$ cat src/rtl/red_pitaya_id_gen.sv
// red_pitaya_id_gen: housekeeping / identification register bank.
// Reads a DNA_W-bit device DNA through an external DNA primitive using a
// divided clock, and exposes ID, DNA, status, loopback, scratch and build
// registers on the system bus.
// Optional 64-bit uptime counter: define RP_ID_UPTIME_EN to include it.

module red_pitaya_id_gen #(
  parameter int          DNA_W    = 57,
  parameter int          DNA_DIV  = 4,
  parameter logic [3:0]  BOARD_ID = 4'h1,
  parameter logic [31:0] BUILD_ID = 32'h0,
  parameter int          LOOP_W   = 1
) (
  input  logic              clk_i,
  input  logic              rstn_i,
  output logic [LOOP_W-1:0] digital_loop,
  output logic              dna_clk_o,
  output logic              dna_read_o,
  output logic              dna_shift_o,
  input  logic              dna_dout_i,
  output logic              dna_valid_o,
  input  logic [31:0]       sys_addr,
  input  logic [31:0]       sys_wdata,
  input  logic              sys_wen,
  input  logic              sys_ren,
  output logic [31:0]       sys_rdata,
  output logic              sys_err,
  output logic              sys_ack
);

  localparam int CNT_W = (DNA_DIV > 1) ? $clog2(DNA_DIV) : 1;
  localparam int BIT_W = (DNA_W > 1) ? $clog2(DNA_W + 1) : 1;
  localparam logic [CNT_W-1:0] DIV_LAST = CNT_W'(DNA_DIV - 1);
  localparam logic [BIT_W-1:0] BIT_LAST = BIT_W'(DNA_W - 1);

  typedef enum logic [1:0] {
    ST_LOAD  = 2'd0,
    ST_SHIFT = 2'd1,
    ST_DONE  = 2'd2
  } state_t;

  state_t             state;
  state_t             next_state;
  logic [CNT_W-1:0]   div_cnt;
  logic               phase;
  logic               tick;
  logic [BIT_W-1:0]   bit_cnt;
  logic [DNA_W-1:0]   dna_value;
  logic [95:0]        dna_ext;
  logic               busy;
  logic               restart;
  logic [19:0]        reg_addr;
  logic [31:0]        scratch;
  logic [31:0]        rdata_next;
  logic [11:0]        unused_addr;

`ifdef RP_ID_UPTIME_EN
  logic [63:0]        uptime;
  logic [31:0]        uptime_shadow;
`endif

  assign reg_addr    = sys_addr[19:0];
  assign unused_addr = sys_addr[31:20];
  assign restart     = sys_wen && (reg_addr == 20'h00010) && sys_wdata[0];
  assign dna_ext     = 96'(dna_value);
  assign sys_err     = 1'b0;

  // One strobe per full dna_clk period, on the last cycle of its high phase,
  // so READ is held across a complete rising edge before moving on.
  assign tick = (div_cnt == DIV_LAST) && phase && (state != ST_DONE);

  // Clock divider for the DNA primitive; parked at zero once the read is done.
  always_ff @(posedge clk_i or negedge rstn_i) begin
    if (!rstn_i) begin
      div_cnt <= '0;
      phase   <= 1'b0;
    end else if (restart || (state == ST_DONE)) begin
      div_cnt <= '0;
      phase   <= 1'b0;
    end else if (div_cnt == DIV_LAST) begin
      div_cnt <= '0;
      phase   <= ~phase;
    end else begin
      div_cnt <= div_cnt + CNT_W'(1);
    end
  end

  // FSM state register; a restart request forces a fresh load.
  always_ff @(posedge clk_i or negedge rstn_i) begin
    if (!rstn_i) begin
      state <= ST_LOAD;
    end else if (restart) begin
      state <= ST_LOAD;
    end else begin
      state <= next_state;
    end
  end

  // FSM next-state logic: load once, then shift DNA_W bits, then hold.
  always_comb begin
    next_state = state;
    case (state)
      ST_LOAD:  if (tick) next_state = ST_SHIFT;
      ST_SHIFT: if (tick && (bit_cnt == BIT_LAST)) next_state = ST_DONE;
      ST_DONE:  next_state = ST_DONE;
      default:  next_state = ST_LOAD;
    endcase
  end

  // FSM outputs driving the DNA primitive and status bits.
  always_comb begin
    dna_read_o  = 1'b0;
    dna_shift_o = 1'b0;
    dna_valid_o = 1'b0;
    busy        = 1'b0;
    dna_clk_o   = phase && (state != ST_DONE);
    case (state)
      ST_LOAD: begin
        dna_read_o = 1'b1;
        busy       = 1'b1;
      end
      ST_SHIFT: begin
        dna_shift_o = 1'b1;
        busy        = 1'b1;
      end
      ST_DONE: dna_valid_o = 1'b1;
      default: ;
    endcase
  end

  // Shift DNA in MSB first and count captured bits.
  always_ff @(posedge clk_i or negedge rstn_i) begin
    if (!rstn_i) begin
      dna_value <= '0;
      bit_cnt   <= '0;
    end else if (restart) begin
      dna_value <= '0;
      bit_cnt   <= '0;
    end else if ((state == ST_SHIFT) && tick) begin
      dna_value <= (dna_value << 1) | DNA_W'(dna_dout_i);
      bit_cnt   <= bit_cnt + BIT_W'(1);
    end
  end

  // Software-writable loopback and scratch registers.
  always_ff @(posedge clk_i or negedge rstn_i) begin
    if (!rstn_i) begin
      digital_loop <= '0;
      scratch      <= '0;
    end else if (sys_wen) begin
      case (reg_addr)
        20'h00014: digital_loop <= sys_wdata[LOOP_W-1:0];
        20'h00018: scratch      <= sys_wdata;
        default: ;
      endcase
    end
  end

`ifdef RP_ID_UPTIME_EN
  // Free-running uptime; reading the low word freezes the high word so the
  // pair reads coherently even across a carry.
  always_ff @(posedge clk_i or negedge rstn_i) begin
    if (!rstn_i) begin
      uptime        <= '0;
      uptime_shadow <= '0;
    end else begin
      uptime <= uptime + 64'd1;
      if (sys_ren && (reg_addr == 20'h00020)) begin
        uptime_shadow <= uptime[63:32];
      end
    end
  end
`endif

  // Read decode; DNA words stay hidden until the value is complete.
  always_comb begin
    rdata_next = 32'h0;
    case (reg_addr)
      20'h00000: rdata_next = {24'h0, 4'h2, BOARD_ID};
      20'h00004: rdata_next = dna_valid_o ? dna_ext[31:0]  : 32'h0;
      20'h00008: rdata_next = dna_valid_o ? dna_ext[63:32] : 32'h0;
      20'h0000C: rdata_next = dna_valid_o ? dna_ext[95:64] : 32'h0;
      20'h00010: rdata_next = {30'h0, busy, dna_valid_o};
      20'h00014: rdata_next = 32'(digital_loop);
      20'h00018: rdata_next = scratch;
      20'h0001C: rdata_next = BUILD_ID;
`ifdef RP_ID_UPTIME_EN
      20'h00020: rdata_next = uptime[31:0];
      20'h00024: rdata_next = uptime_shadow;
`endif
      default:   rdata_next = 32'h0;
    endcase
  end

  // Registered bus response: every access is acknowledged one cycle later.
  always_ff @(posedge clk_i or negedge rstn_i) begin
    if (!rstn_i) begin
      sys_ack   <= 1'b0;
      sys_rdata <= 32'h0;
    end else begin
      sys_ack   <= sys_wen | sys_ren;
      sys_rdata <= rdata_next;
    end
  end

endmodule

$ cat config.mk
export PLATFORM = sky130hd
export DESIGN_NAME = red_pitaya_id_gen
export DESIGN_NICKNAME = d
export VERILOG_FILES = /design/src/rtl/red_pitaya_id_gen.sv
export SDC_FILE = /design/constraint.sdc
export NUM_CORES = 1
export LEC_CHECK = 0
export ABC_AREA = 1
export BUFFER_PORTS_ARGS = -buffer_cell sky130_fd_sc_hd__buf_4
export CAP_MARGIN = 25
export CORE_MARGIN = 4
export CORE_UTILIZATION = 48
export CTS_BUF_LIST = sky130_fd_sc_hd__clkbuf_4 sky130_fd_sc_hd__clkbuf_8
export CTS_CLUSTER_DIAMETER = 80
export CTS_CLUSTER_SIZE = 8
export DETAILED_ROUTE_END_ITERATION = 7
export GPL_ROUTABILITY_DRIVEN = 1
export PLACE_DENSITY_LB_ADDON = 0.25
export SLEW_MARGIN = 10
export SYNTH_ARGS = -nofsm -noshare
export SYNTH_HDL_FRONTEND = slang
export SYNTH_SLANG_ARGS = --single-unit
$ cat constraint.sdc
create_clock -name clk_i -period 1.5 [get_ports clk_i]
set_input_delay 0.3 -clock clk_i [delete_from_list [all_inputs] [get_ports clk_i]]
set_output_delay 0.3 -clock clk_i [all_outputs]
set_load 0.05 [all_outputs]
# ---- Yosys cells after proc, flatten, opt, wreduce, memory -nomap -nowiden
# Cells that the tools add are included.
dict set report op_classes {
  order_cmp 0
  div 0
  eq_ne 12
  n_shift 0
  addsub 2
  bitwise_logic 3
  muxes 19
  reduce_logical 16
  n_mul 0
}
# cell count
set ops {}
lappend ops {{one-hot mux 32 bit (6 select lines)} 1}
lappend ops {{2-to-1 mux 57 bit} 2}
lappend ops {{== test 20 x 5 -> 1 bit, second input constant} 3}
lappend ops {{bitwise OR 57 x 1 -> 57 bit} 1}
lappend ops {{2-to-1 mux 32 bit} 1}
lappend ops {{2-to-1 mux 25 bit} 1}
lappend ops {{== test 20 x 3 -> 1 bit, second input constant} 1}
lappend ops {{== test 20 x 4 -> 1 bit, second input constant} 1}
lappend ops {{logical NOT 20 bit} 1}
lappend ops {{2-to-1 mux 6 bit} 2}
lappend ops {{2-to-1 mux 2 bit} 5}
lappend ops {{logical AND 1 bit} 7}
lappend ops {{adder 6 x 1 -> 6 bit, second input constant} 1}
lappend ops {{== test 6 bit, second input constant} 1}
lappend ops {{2-to-1 mux 1 bit} 6}
lappend ops {{!= test 3 bit, second input constant} 2}
lappend ops {{one-hot mux 2 bit (3 select lines)} 1}
lappend ops {{AND reduction 2 bit} 3}
lappend ops {{== test 2 bit, second input constant} 2}
lappend ops {{nonzero test 2 bit} 2}
lappend ops {{adder 2 x 1 -> 2 bit, second input constant} 1}
lappend ops {{== test 2 x 1 -> 1 bit, second input constant} 1}
lappend ops {{logical NOT 2 bit} 1}
lappend ops {{!= test 2 bit, second input constant} 1}
lappend ops {{other kinds (4)} 4}
dict set report totals {
  in_bits 69
  latchBits 0
  mem_bits_ro 0
  elab_cells 61
  regBits 134
  ramBits 0
  n_memories 0
  out_inout_bits 39
}

# ---- Longest topological paths before layout
dict set report logic_depth {
  ltp_word 7
  depth_mapped 10
  depth_no_buf 9
}

# ---- Least setup slack after synthesis
# Ideal clock, no wire load.
dict set report synth_timing {
  path_kind {register to output}
  startpoint {register state[0]}
  endpoint {output dna_clk_o}
  path_buffers 3
  path_slack_ns -0.914
  stages_incl_launch_ff 7
  required_time_ns 1.200
  t_arrival_ns 2.114
  path_cell_list {dfrtp_1 > inv_1 > ha_1 > buf_2 > clkbuf_1 > buf_1 > nor2_1}
}
dict set report synth_via {
  elab_chain_cells 2
}
# element line
set synth_lines {}
lappend synth_lines {{start, declared} 42} ;# state_t state;
lappend synth_lines {{start signal, assigned} 95} ;# state <= next_state;
lappend synth_lines {{!= test 2 bit} 116} ;# dna_clk_o = phase && (state != ST_DONE);
lappend synth_lines {{logical AND 1 bit} 116}
lappend synth_lines {{end, declared} 17} ;# output logic dna_clk_o,
# Every way passes these cells.

# ---- Worst setup path in the final report
dict set report layout_timing {
  startpoint {register state[1]}
  endpoint {register dna_value[44]}
}
dict set report layout_via {
  elab_chain_cells 4
  word_cells_on_any_way 5
  cone_classes {2 x eq/ne; 3 x reduce/logical}
}
# element line
set layout_lines {}
lappend layout_lines {{!= test 2 bit} 70} ;# assign tick = (div_cnt == DIV_LAST) && phase && (state != ST_DONE);
lappend layout_lines {{logical AND 1 bit} 70}
lappend layout_lines {{logical AND 1 bit (*)} 139} ;# end else if ((state == ST_SHIFT) && tick) begin
lappend layout_lines {{nonzero test 2 bit (no source line) (*)} -}
lappend layout_lines {{end signal, assigned} 140} ;# dna_value <= (dna_value << 1) | DNA_W'(dna_dout_i);
lappend layout_lines {{end, declared} 48} ;# logic [DNA_W-1:0] dna_value;
# Mark *: on every way between the ends. The rest lies on a longest branch, timed or not.
# A chain may end at the register's enable or synchronous reset.

==> key figures <==
Clock network
  – TritonCTS buffer count: 17
  – CTS Root Cell: clkbuf_8
  – Skew-Pair Late Insertion Delay: 0.45 ns
  – CTS H-tree lvls: 4
  – CTS Sinks: 134
  – Reg clk slew, reported paths: 0.08 ns
  – TritonCTS clock tree: done
  – Clk buf depth: 2

Global routing
  – GR Util All Layers: 24.87%
  – First-pass GRT wire length: 27530 um
  – Initial antenna violation count: 0
  – Largest net degree at the start of global routing: 48
  – Remaining Overflow, GRT: 0
  – Vias in the first global route: 5474

Synthesis
  – Synthesized area: 5923 um^2
  – #FFs+latches synth: 134
  – Mapped Cells: 699
  – Mapped Avg Cell Area: 8.474 um^2
  – Syn nets: 775
  – YS warnings: 0
  – Sequential share of the synthesized area: 56.61%
  – Post-synth cell types: 26

Outcome
  – Status: complete, but fails checks
  – Failing checks: negative setup slack

Cells and area
  – Diode count: 0
  – Final Util: 68.11%
  – Final instance area: 8215 um^2
  – Layout Nets: 909
  – Most frequent cells in the layout: nand2_1, dfrtp_1, buf_4, nand3_1, nor2_1
  – Layout cell share with drive strength beyond 1: 30.09%
  – Filler cells: 907
  – Most common cell after layout, fill and taps aside: nand2_1
  – Synthesis-to-finish area growth: 38.70%
  – Multi-input gate area: 2501 um^2
  – FF/Latch Area: 3353 um^2
  – Final std cells w/o fill: 1012

Timing
  – Endpoints failing hold: 0
  – Final hold slack: 0.03270 ns
  – Final Cycle Share: 116.8%
  – Worst setup margin: -0.2518 ns
  – Setup repair after global routing missed its margin: yes
  – Fmax: 0.5708 GHz
  – Setup-failing EPs final: 66
  – Clock skew: 0.01213 ns
  – Crit path time final: 1.752 ns
  – Final Max Tran Viols: 0

Routing
  – Post-DRT Antenna Nets: 0
  – Top Layer Used: met4
  – Met2 routed WL: 8116 um
  – Vias: 5331
  – Residual DRC: 0
  – WL/cell: 16.72 um
  – Routed WL: 16920 um
  – Starting DRT DRC Count: 426
  – M1 wire length: 7074 um
  – Met3 wire len: 1264 um
  – DR vias/cell: 5.268
  – 1st-pass router iterations: 6

Pwr
  – Overall Power: 11.16 mW
  – Leak Pwr: 4.134 nW
  – Max rail drop VDD: 0.0007748 V
  – Pwr/cell area: 1358 nW/um^2

Placement
  – Placed cells: 956
  – Post-DP Area: 7081 um^2
  – DP Wirelength: 9831 um
  – Number of I/O port buffers: 94
  – Gp weighted congestion: 0.8714

Floorplan
  – Initial Utilization: 49.11%
  – CORE AREA: 12060 um^2
  – Row count: 40
  – Chip height: 119.1 um
  – DIE WIDTH: 119.1 um
  – DIE AREA: 14180 um^2
  – IO Count: 108

Critical path
  – Crit path DAT: 2.13 ns
  – Critical Path Sink Type: flop
  – CP Launch Type: flop
  – Req. time, crit path: 1.88 ns
  – Crit Path Max Fanout: 9
  – Critical path start-end classification: reg -> reg

Worst hold path
  – Hold WC Path Type: in -> reg

Job
  – Maxcap violations: 0
## critical path, cell delays in order, from the launching register on
cell and delay [ns]:
dfrtp_1 0.43, ha_4 0.19, buf_4 0.16, nor2_4 0.13, nand2_4 0.10, inv_8 0.09
buf_8 0.10, bufbuf_16 0.26, nand2_1 0.08, a21oi_2 0.14
## cell families after synthesis
group / Yosys count / share of synthesized area [%]
AND/OR/NAND/NOR: 427 / 30.29
flip-flops: 134 / 56.61
buffers and inverters: 63 / 5.513
AO/OA/AOI/OAI: 61 / 5.154
adder cells (fa/ha/maj): 7 / 1.479
XOR/XNOR: 6 / 0.8872
other: 1 / 0.06331
## per-stage QoR
step | setup TNS, ns | setup WS [ns]
floorplan | -3.577 | -0.1248
finish | -11.49 | -0.2518
CTS | -8.626 | -0.2690
detailed placement | -20.95 | -0.2221
global placement | -19.93 | -0.2035
global route | -16.34 | -0.3427
## Yosys cell counts
cell type | count | share of area, %
nand2_1 | 276 | 17
dfrtp_1 | 134 | 57
nand3_1 | 85 | 7.2
a21oi_1 | 58 | 4.9
nor2_1 | 42 | 2.7
inv_1 | 19 | 1.2
buf_2 | 18 | 1.5
clkbuf_1 | 10 | 0.63
nand4_1 | 8 | 0.84
ha_1 | 7 | 1.5
buf_4 | 6 | 0.76
buf_6 | 6 | 1.1
xnor2_1 | 4 | 0.59
inv_2 | 3 | 0.19
nand2_2 | 3 | 0.32
nor2_2 | 3 | 0.32
o21ai_0 | 3 | 0.25
or2_2 | 3 | 0.32
nor2_4 | 2 | 0.38
nor3_1 | 2 | 0.17
xor2_1 | 2 | 0.30
buf_1 | 1 | 0.063
conb_1 | 1 | 0.063
nand3_2 | 1 | 0.17
nor3_2 | 1 | 0.17
nor3_4 | 1 | 0.27
## state kept, by name, indices dropped and copies added (netlist names)
| register | count |
|---|---|
| sys_ack | 1 |
| bit_cnt | 6 |
| state | 2 |
| digital_loop | 1 |
| sys_rdata | 32 |
| scratch | 32 |
| phase | 1 |
| dna_value | 57 |
| div_cnt | 2 |
## metal layers
layer  up-vias  global-route usage [%]
met5         -                       0
met3        39                   5.935
met1      2547                   32.86
li1       2510                       -
met2       235                   39.49
met4         0                   10.28
## power breakdown
part	switching, mW	internal [mW]	total, mW	leakage [nW]
Combinational	1.65	1.58	3.23	2.31
Clock	1.39	1.57	2.96	0.192
Sequential	0.645	4.32	4.97	1.64
Total	3.68	7.48	11.2	4.13
## final cells by class
| cell class | instances | area share [%] |
|---|---|---|
| clock buffer | 22 | 3.381 |
| clock inverter | 8 | 1.249 |
| inverter | 22 | 1.097 |
| multi-input combinational | 502 | 30.44 |
| sequential | 134 | 40.82 |
| tap | 168 | 2.559 |
| timing repair buffer | 156 | 20.45 |
## worst paths after layout
| kind | cells past startpoint | endpoint | slack (ns) | start |
|---|---|---|---|---|
| setup / recovery | 9 | dna_value[44] | -0.25 | state[1] |
| max in group asynchronous | 3 | dna_value[7] | 0.61 | rstn_i |
| hold reg to reg | 2 | scratch[26] | 0.48 | scratch[26] |
| min in group asynchronous | 2 | dna_value[4] | 0.37 | rstn_i |
| hold / removal | 3 | scratch[18] | 0.03 | sys_wdata[18] |
| setup reg to reg | 9 | dna_value[44] | -0.25 | state[1] |
## repair_timing
item | CTS | global route
endpoints found under the hold margin | 42 | 0
hold buffers | 1 | 0
pin swaps | 24 | 25
buffers inserted | 12 | 5
gates resized for setup | 40 | 39
setup endpoints to repair | 63 | 74
gates cloned | 9 | 0
Note: power is estimated with default switching activity, not from simulation.
